### config.mk
export PLATFORM = sky130hd
export DESIGN_NAME = part_err_sweep_flat
export DESIGN_NICKNAME = d
export VERILOG_FILES = /design/src/rtl/part_err_sweep_if.sv /design/src/rtl/part_err_sweep.sv /design/src/flat_wrapper.sv
export SDC_FILE = /design/constraint.sdc
export NUM_CORES = 1
export LEC_CHECK = 0
export CORE_ASPECT_RATIO = 0.7
export CORE_MARGIN = 5
export CORE_UTILIZATION = 46
export CTS_CLUSTER_DIAMETER = 40
export DETAILED_ROUTE_END_ITERATION = 8
export HOLD_SLACK_MARGIN = 0.02
export MAX_ROUTING_LAYER = met4
export PLACE_DENSITY_LB_ADDON = 0.25
export SLEW_MARGIN = 20
export SYNTH_ARGS = -nofsm -noshare
export SYNTH_HDL_FRONTEND = slang
export SYNTH_SLANG_ARGS = --single-unit
### constraint.sdc
create_clock -name clk -period 4.1 [get_ports clk]
set_input_delay 0.41 -clock clk [delete_from_list [all_inputs] [get_ports clk]]
set_output_delay 0.41 -clock clk [all_outputs]
set_load 0.01 [all_outputs]
### src/rtl/part_err_sweep_if.sv
// Handshake/data bundle for the exhaustive partition error sweep.
// master: controller + partition netlists; slave: sweep engine.
interface part_err_sweep_if #(
  parameter int N_IN  = 11,
  parameter int CNT_W = N_IN + 1
) ();
  logic             start;
  logic             abort;
  logic             hold;
  logic [CNT_W-1:0] thresh;
  logic [N_IN-1:0]  vec_out;
  logic             exact_f;
  logic             approx_f;
  logic             busy;
  logic             done;
  logic [CNT_W-1:0] err_cnt;
  logic             pass;

  modport master (
    output start, abort, hold, thresh,
    output exact_f, approx_f,
    input  vec_out, busy, done,
    input  err_cnt, pass
  );

  modport slave (
    input  start, abort, hold, thresh,
    input  exact_f, approx_f,
    output vec_out, busy, done,
    output err_cnt, pass
  );
endinterface

### src/rtl/part_err_sweep.sv
// Exhaustive sweep of all 2^N_IN vectors comparing exact vs approximate
// partition outputs; ports: clk, rst_n, bus (slave modport, see _if).
module part_err_sweep #(
  parameter int N_IN  = 11,
  parameter int CNT_W = N_IN + 1
) (
  input logic             clk,
  input logic             rst_n,
  part_err_sweep_if.slave bus
);

  typedef enum logic [1:0] {
    IDLE,
    RUN,
    DRAIN,
    DONE
  } state_t;

  localparam logic [N_IN-1:0]  VEC_MAX = '1;
  localparam logic [CNT_W-1:0] ERR_MAX = '1;

  state_t           state_q;
  state_t           state_d;
  logic [N_IN-1:0]  vec_q;
  logic [CNT_W-1:0] err_q;
  logic [CNT_W-1:0] thr_q;
  logic [CNT_W-1:0] err_inc;
  logic             pass_q;
  logic             flag_q;
  logic             fv_q;
  logic             cnt_en;
  logic             mism;

  assign mism = bus.exact_f ^ bus.approx_f;

  // Flag captured one edge earlier is counted at the following edge;
  // the counter saturates rather than wrapping.
  assign cnt_en  = fv_q & flag_q & (err_q != ERR_MAX);
  assign err_inc = err_q + {{(CNT_W-1){1'b0}}, cnt_en};

  always_comb begin
    state_d = state_q;
    unique case (state_q)
      IDLE: begin
        if (bus.start) state_d = RUN;
      end
      RUN: begin
        if (bus.abort)
          state_d = IDLE;
        else if (!bus.hold && vec_q == VEC_MAX)
          state_d = DRAIN;
      end
      DRAIN: begin
        state_d = bus.abort ? IDLE : DONE;
      end
      DONE: begin
        state_d = IDLE;
      end
      default: state_d = IDLE;
    endcase
  end

  always_ff @(posedge clk or negedge rst_n) begin
    if (!rst_n) begin
      state_q <= IDLE;
      vec_q   <= '0;
      err_q   <= '0;
      thr_q   <= '0;
      pass_q  <= 1'b0;
      flag_q  <= 1'b0;
      fv_q    <= 1'b0;
    end else begin
      state_q <= state_d;
      unique case (state_q)
        IDLE: begin
          if (bus.start) begin
            vec_q  <= '0;
            err_q  <= '0;
            thr_q  <= bus.thresh;
            pass_q <= 1'b0;
            flag_q <= 1'b0;
            fv_q   <= 1'b0;
          end
        end
        RUN: begin
          if (bus.abort) begin
            pass_q <= 1'b0;
            fv_q   <= 1'b0;
          end else begin
            err_q <= err_inc;
            if (bus.hold) begin
              fv_q <= 1'b0;
            end else begin
              flag_q <= mism;
              fv_q   <= 1'b1;
              // Last vector stays on the bus while DRAIN counts it.
              if (vec_q != VEC_MAX) vec_q <= vec_q + 1'b1;
            end
          end
        end
        DRAIN: begin
          fv_q <= 1'b0;
          if (bus.abort) begin
            pass_q <= 1'b0;
          end else begin
            err_q  <= err_inc;
            pass_q <= (err_inc <= thr_q);
          end
        end
        DONE: begin
        end
        default: begin
        end
      endcase
    end
  end

  assign bus.vec_out = vec_q;
  assign bus.busy    = (state_q == RUN) || (state_q == DRAIN);
  assign bus.done    = (state_q == DONE);
  assign bus.err_cnt = err_q;
  assign bus.pass    = pass_q;

endmodule

### src/flat_wrapper.sv
// flat-port wrapper written by rule: the top's interface ports become plain ports
module part_err_sweep_flat 
#(
  parameter int N_IN  = 11,
  parameter int CNT_W = N_IN + 1
)
  (clk, rst_n, bus_start, bus_abort, bus_hold, bus_thresh, bus_exact_f, bus_approx_f, bus_vec_out, bus_busy, bus_done, bus_err_cnt, bus_pass);
  part_err_sweep_if #(.N_IN(N_IN), .CNT_W(CNT_W)) bus_i ();
  input logic clk;
  input logic rst_n;
  input wire logic [$bits(bus_i.start)-1:0] bus_start;
  input wire logic [$bits(bus_i.abort)-1:0] bus_abort;
  input wire logic [$bits(bus_i.hold)-1:0] bus_hold;
  input wire logic [$bits(bus_i.thresh)-1:0] bus_thresh;
  input wire logic [$bits(bus_i.exact_f)-1:0] bus_exact_f;
  input wire logic [$bits(bus_i.approx_f)-1:0] bus_approx_f;
  output wire logic [$bits(bus_i.vec_out)-1:0] bus_vec_out;
  output wire logic [$bits(bus_i.busy)-1:0] bus_busy;
  output wire logic [$bits(bus_i.done)-1:0] bus_done;
  output wire logic [$bits(bus_i.err_cnt)-1:0] bus_err_cnt;
  output wire logic [$bits(bus_i.pass)-1:0] bus_pass;
  assign bus_i.start = bus_start;
  assign bus_i.abort = bus_abort;
  assign bus_i.hold = bus_hold;
  assign bus_i.thresh = bus_thresh;
  assign bus_i.exact_f = bus_exact_f;
  assign bus_i.approx_f = bus_approx_f;
  assign bus_vec_out = bus_i.vec_out;
  assign bus_busy = bus_i.busy;
  assign bus_done = bus_i.done;
  assign bus_err_cnt = bus_i.err_cnt;
  assign bus_pass = bus_i.pass;
  part_err_sweep #(.N_IN(N_IN), .CNT_W(CNT_W)) u_core (.clk(clk), .rst_n(rst_n), .bus(bus_i));
endmodule
Yosys cells after proc, flatten, opt, wreduce, memory -nomap -nowiden
Index checks and enable logic that the tools add are counted.

storage, ports and cells
  ROM bits = 0
  flip-flop bits (word level) = 40
  latch bits = 0
  logic and storage cells = 64
  memories = 0
  output and inout bits = 26
  bits of input ports = 19
  memory bits (writable) = 0

operators by class
  bitwise logic cells = 3
  shifts and indexed selects = 0
  divide/modulo/power cells = 0
  multiplexer cells = 23
  reduce and logical (&&, ||, !) cells = 15
  $mul = 0
  equality and inequality tests = 13
  magnitude comparators = 1
  add/sub/neg operators = 2

operator list
  operator                                       count
  2-to-1 mux 11 bit                              4
  2-to-1 mux 12 bit                              2
  one-hot mux 12 bit (2 select lines)            1
  one-hot mux 11 bit (2 select lines)            1
  adder 12 x 1 -> 12 bit                         1
  <= comparator 12 bit                           1
  != test 12 bit, second input constant          1
  adder 11 x 1 -> 11 bit, second input constant  1
  equality test 11 bit, second input constant    1
  != test 11 bit, second input constant          1
  != test 2 bit, second input constant           5
  2-to-1 mux 2 bit                               4
  one-hot mux 2 bit (4 select lines)             1
  2-to-1 mux 1 bit                               7
  one-hot mux 1 bit (3 select lines)             2
  AND reduction 2 bit                            3
  AND reduction 3 bit                            2
  AND reduction 5 bit                            1
  equality test 2 bit, second input constant     2
  AND reduction 4 bit                            1
  nonzero test 2 bit                             2
  != test 3 x 2 -> 1 bit, second input constant  1
  nonzero test 3 bit                             1
  AND 1 bit                                      2
  other kinds (9)                                9

Logic depth before layout (Yosys ltp)
Gate-level depths: netlist (run 1).

  depth after elaboration = 6
  depth in mapped cells = 14
  mapped depth without buffers = 13

Least setup slack after synthesis (run 1)
Ideal clock, no wire load.

  kind = reg-to-reg
  start = reg u_core.err_q[2], in the netlist u_core.bus.err_cnt[2]
  end = reg u_core.pass_q, in the netlist u_core.bus.pass
  setup time = 83 ps
  data required time = 4,017 ps
  cell stages (with the launch flop) = 14
  path buffers = 1
  path slack = 1,152 ps
  clock period less this slack = 2,948 ps
  data arrival time = 2,866 ps
  path through = dfrtp_1 and4_1 and4_1 a31oi_1 ha_1 and2_1 clkbuf_1 nand2_1 xnor2_1 ha_1 a211oi_1 o21ai_0 a211o_1 o21ai_0

between the ends
  cells in the longest elaborated chain, start to end = 6

ends and longest elaborated chain
  what                                    line                   RTL
  start, declared                         part_err_sweep.sv:25   logic [CNT_W-1:0] err_q;
  start signal, assigned                  part_err_sweep.sv:90   err_q <= err_inc;
  start signal, assigned                  part_err_sweep.sv:106  err_q <= err_inc;
  != test 12 bit                          part_err_sweep.sv:38   assign cnt_en = fv_q & flag_q & (err_q != ERR_MAX);
  AND 1 bit                               part_err_sweep.sv:38
  adder 12 x 1 -> 12 bit (*)              part_err_sweep.sv:39   assign err_inc = err_q + {{(CNT_W-1){1'b0}}, cnt_en};
  <= comparator 12 bit (*)                part_err_sweep.sv:107  pass_q <= (err_inc <= thr_q);
  2-to-1 mux 1 bit (*)                    part_err_sweep.sv:103  if (bus.abort) begin
  one-hot mux 1 bit (3 select lines) (*)  part_err_sweep.sv:74   unique case (state_q)
  end signal, assigned                    part_err_sweep.sv:107
  end, declared                           part_err_sweep.sv:28   logic pass_q;

Mark *: on every way between the ends. The rest lies on a longest branch, timed or not.
A chain may end at the register's enable or synchronous reset.

Worst setup path after layout (run 1)
Ends and elaborated chain as after synthesis.

==> summary.txt, run 1 <==
Die
  – Effective utilization at floorplan: 0.470
  – Full die area: between 6000 and 7000 um2
  – Die Wd: about 100 um
  – Num rows: 22
  – IO Pins: 45
  – Die Y: 71.0 um
  – Core area: 5200 um2

Placed design
  – PortBufs: between 40 and 50
  – Dpl hpwl: around 4.1 mm
  – GP Congestion: roughly 0.9

Drt
  – # DRC: 0
  – Post-DRT Antenna Nets: 0
  – 1st-iter DRT viols: 140
  – Drt wl/cell: between 15 and 20 um
  – Vias per cell: roughly 5.4
  – Vias: about 1900
  – WL final: 5.48 mm
  – First-pass iteration count of the detailed router: 5

Clock tree
  – PostCTS Resize Cnt: 0
  – CTS root buffer: clkbuf_8
  – Clock H-tree levels: 2
  – Clock sinks: 40
  – Skew-Pair Late Insertion Delay: about 0.29 ns
  – Clock buffer depth: 2
  – CTS Hold Buffers Added: 0
  – CTS tree: yes
  – CTS Buf Count: 5
  – Clock slew at reported path FFs: about 0.08 ns
  – Post CTS Setup Buffer Count: 0

Worst setup path
  – Reg-to-reg slack, setup: between 0.9 and 1 ns
  – CP required: ~4.3 ns
  – CP Max Fanout: 8
  – FF-to-FF End: u_core.bus.pass
  – Worst-path cell chain: and4_1, and4_1, a31oi_1, ha_1, and2_1, nand2_1, xnor2_1, ha_1, a211oi_1, o21ai_0, a211o_1, o21ai_0
  – Worst setup EP type: register
  – FF-to-FF path depth: 12
  – Worst path slowest cell: dfrtp_1
  – Top delay family on crit path: compound AO/OA/AOI/OAI gates
  – Reg2Reg Launch Point: u_core.bus.err_cnt[2]
  – Critical path class: register to register
  – CP peak stage delay: approximately 0.47 ns
  – Worst path depth: 12
  – Worst path bufs/invs: 0
  – CP Capture Point: u_core.bus.pass
  – Critical Path AT: 3.40 ns
  – Worst setup SP type: register
  – Critical path origin: u_core.bus.err_cnt[2]

Yosys
  – Adder-cell area share of the yosys netlist: 0.0971
  – Largest family of logic cells by synthesized area: simple AND/OR/NAND/NOR gates
  – Synth unique cells: 50
  – Mux cell area share after synthesis: 0.0552
  – Mapped cell area: 2450 um2
  – Post-synthesis sequential area ratio: 0.409
  – Synth Area in XOR/XNOR: 0.0608
  – Post-synth EDFFs: 0
  – Post-Synthesis Cells: between 200 and 250
  – Mapped Nets: 281
  – Mean post-synth cell area: roughly 10 um2
  – Post-Synth Simple-Gate Area: 0.177
  – Synth Area in Compound Gates: 0.161
  – Ys async rst share: 1.00
  – YS warnings: 0
  – #FFs+latches synth: 40
  – Synth Flop Type: dfrtp_1

Cells and area
  – Reg area: roughly 1000 um2
  – Area delta synth->final: 23.4%
  – Layout cell share with drive strength beyond 1: 0.104
  – Area occupied by multi-input gates: about 1300 um2
  – N_diodes: 0
  – Final net count: 326
  – Layout fillers: 433

Global routing
  – GR Util met1: 0.259
  – First-pass GRT wire length: ~9.4 mm
  – Met2 usage: 0.233
  – Largest net degree at the start of global routing: between 40 and 50
  – Initial antenna violation count: 0
  – Gr usage total: 0.173
  – Vias in the first global route: around 1900
  – Grt peak-use layer: met1
  – Met3 Track Usage GR: 0.0433
  – Remaining Overflow, GRT: 0

Timing
  – Max Freq: between 300 and 400 MHz
  – Unrepaired setup endpoints after global routing: no
  – Worst-margin pin slew: around 0.93 ns
  – Final period utilization: 0.779
  – Final min period: roughly 3.2 ns
  – Total negative setup slack: 0 ns
  – Fin. Hold Viols: 0
  – Final setup fails: 0
  – Clk_skew: between 0.008 and 0.009 ns
  – Slew Viols, Final: 0
  – Max transition margin: 0.378

Outcome
  – Status: completed

Worst hold path
  – Class of the worst hold path: input pin to asynchronous set/reset pin

Pwr
  – Clock Power Share: 0.180
  – Combinational Power Share: 0.427
  – Switching Share: 0.381
  – Leakage: about 0.0013 uW
  – Sequential share of power: 0.393
  – Net Switching: approximately 530 uW
  – Pwr dens: around 460 nW/um2
  – Worst vdd ir: 0.256 mV
  – Pwr Total: around 1400 uW
  – P_int: approximately 860 uW

Run
  – Max Cap Viol: 0
per-layer routing:
metal	up-vias	share of wire
met1	928	0.54
met4	0	0.0047
met3	2	0.048
met5	-	0
met2	40	0.41
li1	961	-
per-stage QoR:
stage / hold WS [ns] / setup slack [ns] / std cells / area [um2] / util
2_1_floorplan: 0.114 / 1.15 / 243 / 2450 / -
3_3_place_gp: 0.468 / 1.11 / 353 / 2940 / 0.566
3_5_place_dp: 0.494 / 0.943 / 353 / 2940 / 0.566
4_1_cts: 0.273 / 0.898 / 360 / 3020 / 0.581
5_1_grt: 0.318 / 0.697 / 360 / 3020 / 0.581
6_report: 0.242 / 0.905 / 360 / 3020 / 0.581
worst min path at each step:
stage,to,slack [ns],cells past startpoint
floorplan,u_core.bus.err_cnt[0],0.11,0
global placement,u_core.flag_q,0.47,2
detailed placement,u_core.thr_q[5],0.49,1
CTS,u_core.thr_q[2],0.27,1
global route,u_core.thr_q[2],0.32,1
finish,u_core.thr_q[2],0.24,1
placed cells by master, fill, tap and decap left out, types with 8 or more instances in the layout:
| master | count |
|---|---|
| nand2_1 | 25 |
| mux2_2 | 12 |
| inv_1 | 18 |
| xnor2_1 | 13 |
| ha_1 | 19 |
| dfrtp_1 | 40 |
| nor2_1 | 12 |
| nand3_1 | 8 |
| clkdlybuf4s50_1 | 43 |
| o21ai_0 | 12 |
cell usage after synthesis, types with 2 or more instances:
library cell  instances  area [um2]
dfrtp_1              40        1000
nand2_1              25        93.8
ha_1                 19         238
inv_1                18        67.6
xnor2_1              13         114
mux2_2               12         135
nor2_1               12        45.0
o21ai_0              12        60.1
nand3_1               8        40.0
nand4_1               7        43.8
a21oi_1               6        30.0
o31ai_1               6        45.0
a22o_1                5        43.8
a21o_1                4        30.0
clkbuf_1              4        15.0
xor2_1                4        35.0
a211oi_1              3        22.5
and4_1                3        26.3
nand2b_1              3        18.8
o21a_1                3        22.5
and2_1                2        12.5
nor2b_1               2        12.5
o211ai_1              2        15.0
o31a_1                2        17.5
or3_1                 2        12.5
or4_1                 2        15.0
registers in the layout, indices dropped and copies added (netlist names):
| name | flops |
|---|---|
| u_core.thr_q | 12 |
| u_core.flag_q | 1 |
| u_core.bus.pass | 1 |
| u_core.bus.vec_out | 11 |
| u_core.fv_q | 1 |
| u_core.bus.err_cnt | 12 |
| u_core.state_q | 2 |
logic make-up after synthesis:
kind of cell    count (synthesis)
simple gates                   78
compound gates                 53
flops                          40
buf+inv                        24
fa+ha+maj                      19
xor+xnor                       17
mux                            12
power groups by stage:
stage,clock (uW),combinational [uW],sequential (uW)
after floorplan,0,426,544
after global placement,0,577,550
after detailed placement,0,590,554
after CTS,254,598,546
after global routing,274,671,562
final,250,594,547
cell type report:
class | instances | share of cell area
Multi-Input combinational cell | 179 | 0.447
Sequential cell | 40 | 0.331
Timing Repair Buffer | 44 | 0.144
Tap cell | 72 | 0.0298
Clock buffer | 6 | 0.0240
Inverter | 18 | 0.0224
Clock inverter | 1 | 0.00166
Power figures use the tool's default switching activity.
==> run 2: changes to the inputs <==
- clock period: 4.1 -> 2.7 ns (I/O delays scaled with it)
==> summary.txt, run 2 (synthesis gave the netlist of run 1 again) <==
Cells and area
  – Final core occ: 0.630 (+0.0491)
  – N_diodes: 0 (unchanged)
  – Layout fillers: 436 (+0.69%)
  – Layout cell share with drive strength beyond 1: 0.223 (+0.119)
  – Commonest non-fill, non-tap cell in the layout: clkdlybuf4s50_1
  – Final net count: 352 (+8.0%)
  – Most frequent cells in the layout: clkdlybuf4s50_1 (43), dfrtp_1 (38), buf_4 (26)
  – Area delta synth->final: 33.8%

Worst setup path
  – Top delay family on crit path: simple AND/OR/NAND/NOR gates
  – CP required: 2.88 ns (-1.43 ns)
  – Worst setup EP type: register
  – CP Max Fanout: 6 (-2)
  – Worst path slowest cell: dfrtp_2
  – Worst-path cell chain: and4_4, and4_4, a31oi_4, ha_2, and2_4, nand4_1, xnor2_2, ha_1, nand4_1, buf_4, buf_4, a21oi_1, o21ai_1
  – Critical Path AT: 2.92 ns (-0.48 ns)
  – Worst setup SP type: register
  – CP peak stage delay: 0.42 ns (-0.05 ns)
  – Worst path bufs/invs: 2 (+2)
  – Critical path class: register to register

Drt
  – WL final: 6.13 mm (+12%)
  – 1st-iter DRT viols: 170 (+21%)
  – Vias: 2057 (+6.5%)
  – Drt wl/cell: 15.9 um (+4.4%)
  – First-pass iteration count of the detailed router: 4 (-1)
  – Post-DRT Antenna Nets: 0 (unchanged)
  – # DRC: 0 (unchanged)
  – Vias per cell: 5.33 (-0.65%)

Pwr
  – Leakage: 0.00145 uW (+11%)
  – Switching Share: 0.385 (+0.00405)
  – Pwr Total: 2220 uW (+59%)
  – Sequential share of power: 0.375 (-0.018)
  – Net Switching: 854 uW (+61%)
  – P_int: 1360 uW (+58%)
  – Worst vdd ir: 0.433 mV (+69%)
  – Pwr dens: 677 nW/um2 (+47%)
  – Combinational Power Share: 0.449 (+0.022)
  – Clock Power Share: 0.176 (-0.004)

Timing
  – Total negative setup slack: -0.0352 ns (-0.0352 ns)
  – Final period utilization: 1.01 (+0.234)
  – Max Freq: 366 MHz (+17%)
  – WHS: 0.120 ns (-0.122 ns)
  – Slew Viols, Final: 0 (unchanged)
  – Final min period: 2.74 ns (-0.460 ns)
  – Clk_skew: 0.00642 ns (-0.00206 ns)
  – Fin. Hold Viols: 0 (unchanged)
  – Unrepaired setup endpoints after global routing: yes
  – Max transition margin: 0.373 (-0.00520)
  – Final setup fails: 1 (+1)
  – Worst-margin pin slew: 0.941 ns (+0.0119 ns)
  – Final worst slack: -0.0352 ns (-0.940 ns)

Global routing
  – Vias in the first global route: 2028 (+6.9%)
  – Remaining Overflow, GRT: 0 (unchanged)
  – Initial antenna violation count: 0 (unchanged)
  – First-pass GRT wire length: 10.1 mm (+7.2%)
  – GR Util met1: 0.270 (+0.0109)
  – Met3 Track Usage GR: 0.0433 (unchanged)
  – Met2 usage: 0.269 (+0.0359)
  – Largest net degree at the start of global routing: 41 (unchanged)
  – Grt peak-use layer: met1
  – Gr usage total: 0.190 (+0.0166)

Placed design
  – GP Congestion: 0.871 (-3.0%)
  – Dpl hpwl: 4.65 mm (+12%)
  – PortBufs: 44 (unchanged)

Die
  – Effective utilization at floorplan: 0.470 (unchanged)
  – Die Wd: 97.2 um (unchanged)
  – Die Y: 71.0 um (unchanged)
  – IO Pins: 45 (unchanged)
  – Num rows: 22 (unchanged)
  – Core area: 5200 um2 (unchanged)
  – Full die area: 6900 um2 (unchanged)

Clock tree
  – Clock buffer depth: 2 (unchanged)
  – CTS root buffer: clkbuf_8
  – CTS tree: yes
  – Skew-Pair Late Insertion Delay: 0.30 ns (about the same)
  – CTS Buf Count: 5 (unchanged)
  – Clock H-tree levels: 2 (unchanged)
  – CTS Hold Buffers Added: 0 (unchanged)
  – Clock sinks: 40 (unchanged)
  – Clock slew at reported path FFs: 0.08 ns (about the same)

Outcome
  – Status: finished with violations
  – Failing checks: negative setup slack

Worst hold path
  – Class of the worst hold path: input pin to asynchronous set/reset pin

Run
  – Max Cap Viol: 0 (unchanged)
==> run 2: power groups by stage <==
stage / logic, uW / clock network [uW] / registers, uW
2_1_floorplan: 651 / 0 / 827
3_3_place_gp: 938 / 0 / 832
3_5_place_dp: 975 / 0 / 844
4_1_cts: 994 / 395 / 831
5_1_grt: 1100 / 425 / 849
6_report: 995 / 390 / 830
==> run 2: worst paths after layout <==
| kind | startpoint | to | slack (ns) | cells past startpoint |
|---|---|---|---|---|
| max | u_core.bus.err_cnt[2] | u_core.bus.pass | -0.04 | 13 |
| min | rst_n | u_core.thr_q[6] | 0.12 | 1 |
| max reg2reg | u_core.bus.err_cnt[2] | u_core.bus.pass | -0.04 | 13 |
| min in group clk | u_core.flag_q | u_core.flag_q | 0.49 | 2 |
| max in group asynchronous | rst_n | u_core.bus.err_cnt[3] | 1.95 | 1 |
| min reg2reg | u_core.flag_q | u_core.flag_q | 0.49 | 2 |
==> run 2: through the flow <==
stage	cells	setup slack (ns)	cell area, um2
2_1_floorplan	243	-0.0568	2480
6_report	386	-0.0352	3280
5_1_grt	386	-0.227	3280
4_1_cts	385	0.0371	3260
3_5_place_dp	374	-0.126	3130
3_3_place_gp	374	-0.0257	3130
==> run 2: layout make-up <==
cell class	count	area (um2)	share of cell area
clock buffer	6	72.6	0.0222
sequential	40	1000	0.306
clock inverter	1	5.00	0.00153
multi-input combinational	179	1410	0.429
inverter	18	67.6	0.0206
tap	72	90.1	0.0275
timing repair buffer	70	631	0.193
==> run 2: what timing repair did <==
| item | CTS | global route |
|---|---|---|
| gates resized for setup | 6 | 4 |
| endpoints found under the hold margin | 0 | 0 |
| setup endpoints to repair | 1 | 1 |
| pin swaps | 10 | 5 |
| setup buffers | 4 | 1 |
==> run 2: metal layers <==
layer  part of all wire  vias up
li1                   -     1017
met5                  0        -
met4              0.011        0
met3              0.049        8
met1               0.51      983
met2               0.43       49
==> run 3: changes to the inputs <==
- ABC_AREA: not set -> 1
- TNS_END_PERCENT: not set -> 20
==> summary.txt, run 3 <==
Clock tree
  – Clock H-tree levels: 2 (unchanged)
  – CTS root buffer: clkbuf_8
  – CTS tree: yes
  – Clock slew at reported path FFs: 0.08 ns (about the same)
  – Clock sinks: 40 (unchanged)
  – Skew-Pair Late Insertion Delay: 0.30 ns (about the same)
  – CTS Buf Count: 5 (unchanged)
  – Clock buffer depth: 2 (unchanged)

Timing
  – Final setup fails: 0 (-1)
  – Max transition margin: 0.401 (+0.0286)
  – Final period utilization: 0.960 (-0.0529)
  – Slew Viols, Final: 0 (unchanged)
  – Unrepaired setup endpoints after global routing: yes
  – Final worst slack: 0.108 ns (+0.143 ns)
  – Final min period: 2.59 ns (-0.143 ns)
  – Fin. Hold Viols: 0 (unchanged)
  – Max Freq: 386 MHz (+5.5%)
  – Worst-margin pin slew: 0.898 ns (-0.0430 ns)
  – Total negative setup slack: 0 ns (+0.0352 ns)
  – Clk_skew: 0.00441 ns (-0.00200 ns)

Pwr
  – Clock Power Share: 0.196 (+0.020)
  – Switching Share: 0.418 (+0.0326)
  – Worst vdd ir: 0.458 mV (+5.9%)
  – Combinational Power Share: 0.446 (-0.003)
  – P_int: 1320 uW (-2.9%)
  – Pwr dens: 669 nW/um2 (-1.1%)
  – Sequential share of power: 0.358 (-0.017)
  – Leakage: 0.00172 uW (+19%)
  – Net Switching: 950 uW (+11%)

Worst setup path
  – Worst-path cell chain: nand2_2, inv_1, nand2_1, o211ai_1, inv_1, ha_4, nand2_4, nor3_2, xor2_1, inv_1, ha_4, nand4_1, nor2_2, nand2_1, nand3_1, nand2_1, nand3_1, nand2_1
  – Critical Path AT: 2.79 ns (-0.13 ns)
  – Reg2Reg Launch Point: u_core.bus.err_cnt[3]
  – CP required: 2.90 ns (+0.02 ns)
  – Critical path class: register to register
  – FF-to-FF End: u_core.bus.pass
  – Reg-to-reg slack, setup: 0.11 ns (+0.14 ns)
  – Worst path bufs/invs: 3 (+1)
  – FF-to-FF path depth: 18 (+5)
  – Most frequent CP cell: nand2_1
  – Top delay family on crit path: simple AND/OR/NAND/NOR gates
  – Worst setup EP type: register
  – Worst path slowest cell: dfrtp_1
  – CP Max Fanout: 4 (-2)
  – CP peak stage delay: 0.43 ns (about the same)
  – Worst setup SP type: register

Cells and area
  – Area delta synth->final: 32.6%
  – Post-route cell area: 3400 um2 (+3.7%)
  – N_diodes: 0 (unchanged)
  – Layout fillers: 475 (+8.9%)
  – Layout cell share with drive strength beyond 1: 0.165 (-0.0575)
  – Most frequent cells in the layout: nand2_1 (77), inv_1 (53), clkdlybuf4s50_1 (43)
  – Commonest non-fill, non-tap cell in the layout: nand2_1
  – Final net count: 437 (+24%)

Drt
  – Vias per cell: 5.02 (-5.7%)
  – 1st-iter DRT viols: 171 (+0.59%)
  – WL final: 6.31 mm (+3.0%)
  – Vias: 2366 (+15%)
  – # DRC: 0 (unchanged)
  – First-pass iteration count of the detailed router: 4 (unchanged)
  – Post-DRT Antenna Nets: 0 (unchanged)
  – Drt wl/cell: 13.4 um (-16%)

Die
  – Effective utilization at floorplan: 0.482 (+0.0117)
  – Full die area: 7180 um2 (+4.1%)
  – Core area: 5310 um2 (+2.1%)
  – IO Pins: 45 (unchanged)
  – Num rows: 22 (unchanged)
  – Die Wd: 99.2 um (+2.1%)
  – Die Y: 72.4 um (+2.0%)

Yosys
  – Synth unique cells: 29 (-42%)
  – Yosys top cell area share: 0.391 (-0.0182)
  – #FFs+latches synth: 40 (unchanged)
  – Ys async rst share: 1.00 (unchanged)
  – Count leader, synth: nand2_1
  – Post-synth top cells: nand2_1 (83), inv_1 (55), dfrtp_1 (40)
  – Synth Flop Type: dfrtp_1
  – Mapped Nets: 375 (+33%)
  – YS warnings: 0 (unchanged)
  – Area contributors post-synth: dfrtp_1 (39%), nand2_1 (12%), ha_1 (9.3%)
  – Mapped cell area: 2560 um2 (+4.7%)
  – Synth area leader: dfrtp_1
  – Mean post-synth cell area: 7.60 um2 (-25%)
  – Post-synth EDFFs: 0 (unchanged)
  – Post-synthesis sequential area ratio: 0.391 (-0.0182)
  – Post-Synthesis Cells: 337 (+39%)

Global routing
  – First-pass GRT wire length: 10.2 mm (+0.41%)
  – Vias in the first global route: 2102 (+3.6%)
  – Remaining Overflow, GRT: 0 (unchanged)
  – Largest net degree at the start of global routing: 41 (unchanged)
  – Gr usage total: 0.184 (-0.00587)
  – Initial antenna violation count: 0 (unchanged)

Placed design
  – Dpl hpwl: 4.79 mm (+3.0%)
  – Pre-CTS WS: -0.0277 ns (+0.0979 ns)
  – Placed inst area: 3150 um2 (+0.52%)
  – GP Congestion: 0.941 (+8.1%)
  – PortBufs: 44 (unchanged)

Run
  – Max Cap Viol: 0 (unchanged)

Outcome
  – Status: completed

Worst hold path
  – Class of the worst hold path: input pin to asynchronous set/reset pin
run 3: cell types whose count changed in the layout (fill, tap and decap cells not counted), moves of 5 or more:
cell and delta:
buf_4 -13, nand2_2 +9, nor2_1 +23, nand2_1 +53, o31ai_1 -6, mux2_2 -10, inv_1 +35, o22ai_1 +6
xnor2_1 -10, a22o_1 -5, a21oi_1 +11, xor2_1 +5
run 3: worst max-delay path by stage:
| stage | from | to | slack [ns] | cells after the start |
|---|---|---|---|---|
| after floorplan | u_core.bus.err_cnt[2] | u_core.bus.pass | 0.09 | 22 |
| after global placement | u_core.bus.err_cnt[5] | u_core.bus.pass | -0.01 | 21 |
| after detailed placement | u_core.bus.err_cnt[5] | u_core.bus.pass | -0.03 | 22 |
| after CTS | u_core.bus.err_cnt[5] | u_core.bus.pass | 0.03 | 22 |
| after global routing | u_core.bus.err_cnt[3] | u_core.bus.pass | -0.04 | 18 |
| final | u_core.bus.err_cnt[3] | u_core.bus.pass | 0.11 | 18 |
run 3: timing repair:
item | 4_1_cts | 5_1_grt
hold buffers | 0 | 0
setup endpoints to repair | 1 | 1
gates resized for setup | 2 | 27
pin swaps | 0 | 17
buffers inserted | 0 | 3
run 3: through the flow:
step                utilization  instances  hold WS (ns)  total power (uW)
CTS                       0.612        468         0.134              2260
floorplan                     -        337       -0.0256              1510
finish                    0.639        471        0.0968              2270
global placement          0.592        461         0.449              1780
global route              0.639        471         0.182              2460
detailed placement        0.592        461         0.461              1810
run 3: cell type report:
class                      instances  area [um2]  area share
tap                               72        90.1      0.0265
clock buffer                       7        96.3      0.0284
inverter                          58         220      0.0648
sequential                        40        1000       0.295
timing repair buffer              58         544       0.160
multi-input combinational        236        1450       0.425
run 3: per-layer routing:
metal / up-vias / share of wire / global-route usage
met1: 1099 / 0.47 / 0.258
met2: 75 / 0.43 / 0.257
met4: 0 / 0.016 / 0.0591
li1: 1183 / - / -
met5: - / 0 / -
met3: 9 / 0.078 / 0.0500
run 3: worst register-to-register path, cell delays in order (launching register included):
cell	delay, ns
dfrtp_1	0.43
nand2_2	0.11
inv_1	0.08
nand2_1	0.07
o211ai_1	0.08
inv_1	0.11
ha_4	0.17
nand2_4	0.06
nor3_2	0.21
xor2_1	0.24
inv_1	0.11
ha_4	0.28
nand4_1	0.11
nor2_2	0.14
nand2_1	0.06
nand3_1	0.07
nand2_1	0.06
nand3_1	0.06
nand2_1	0.05
run 3: cells by family (layout without fill, tap and decap cells):
family | count (synthesis) | after routing | share of synthesized area
flip-flops | 40 | 40 | 0.391
AO/OA/AOI/OAI | 44 | 44 | 0.101
adder cells (fa/ha/maj) | 19 | 19 | 0.0928
multiplexers | 2 | 2 | 0.00879
AND/OR/NAND/NOR | 158 | 158 | 0.268
XOR/XNOR | 13 | 13 | 0.0445
buffers and inverters | 61 | 123 | 0.0948
run 3: power by group through the flow:
stage          Combinational (uW)  Sequential (uW)  Clock (uW)
2_1_floorplan                 700              814           0
3_3_place_gp                  966              818           0
3_5_place_dp                  989              822           0
4_1_cts                       994              809         457
5_1_grt                      1150              828         482
6_report                     1010              814         446
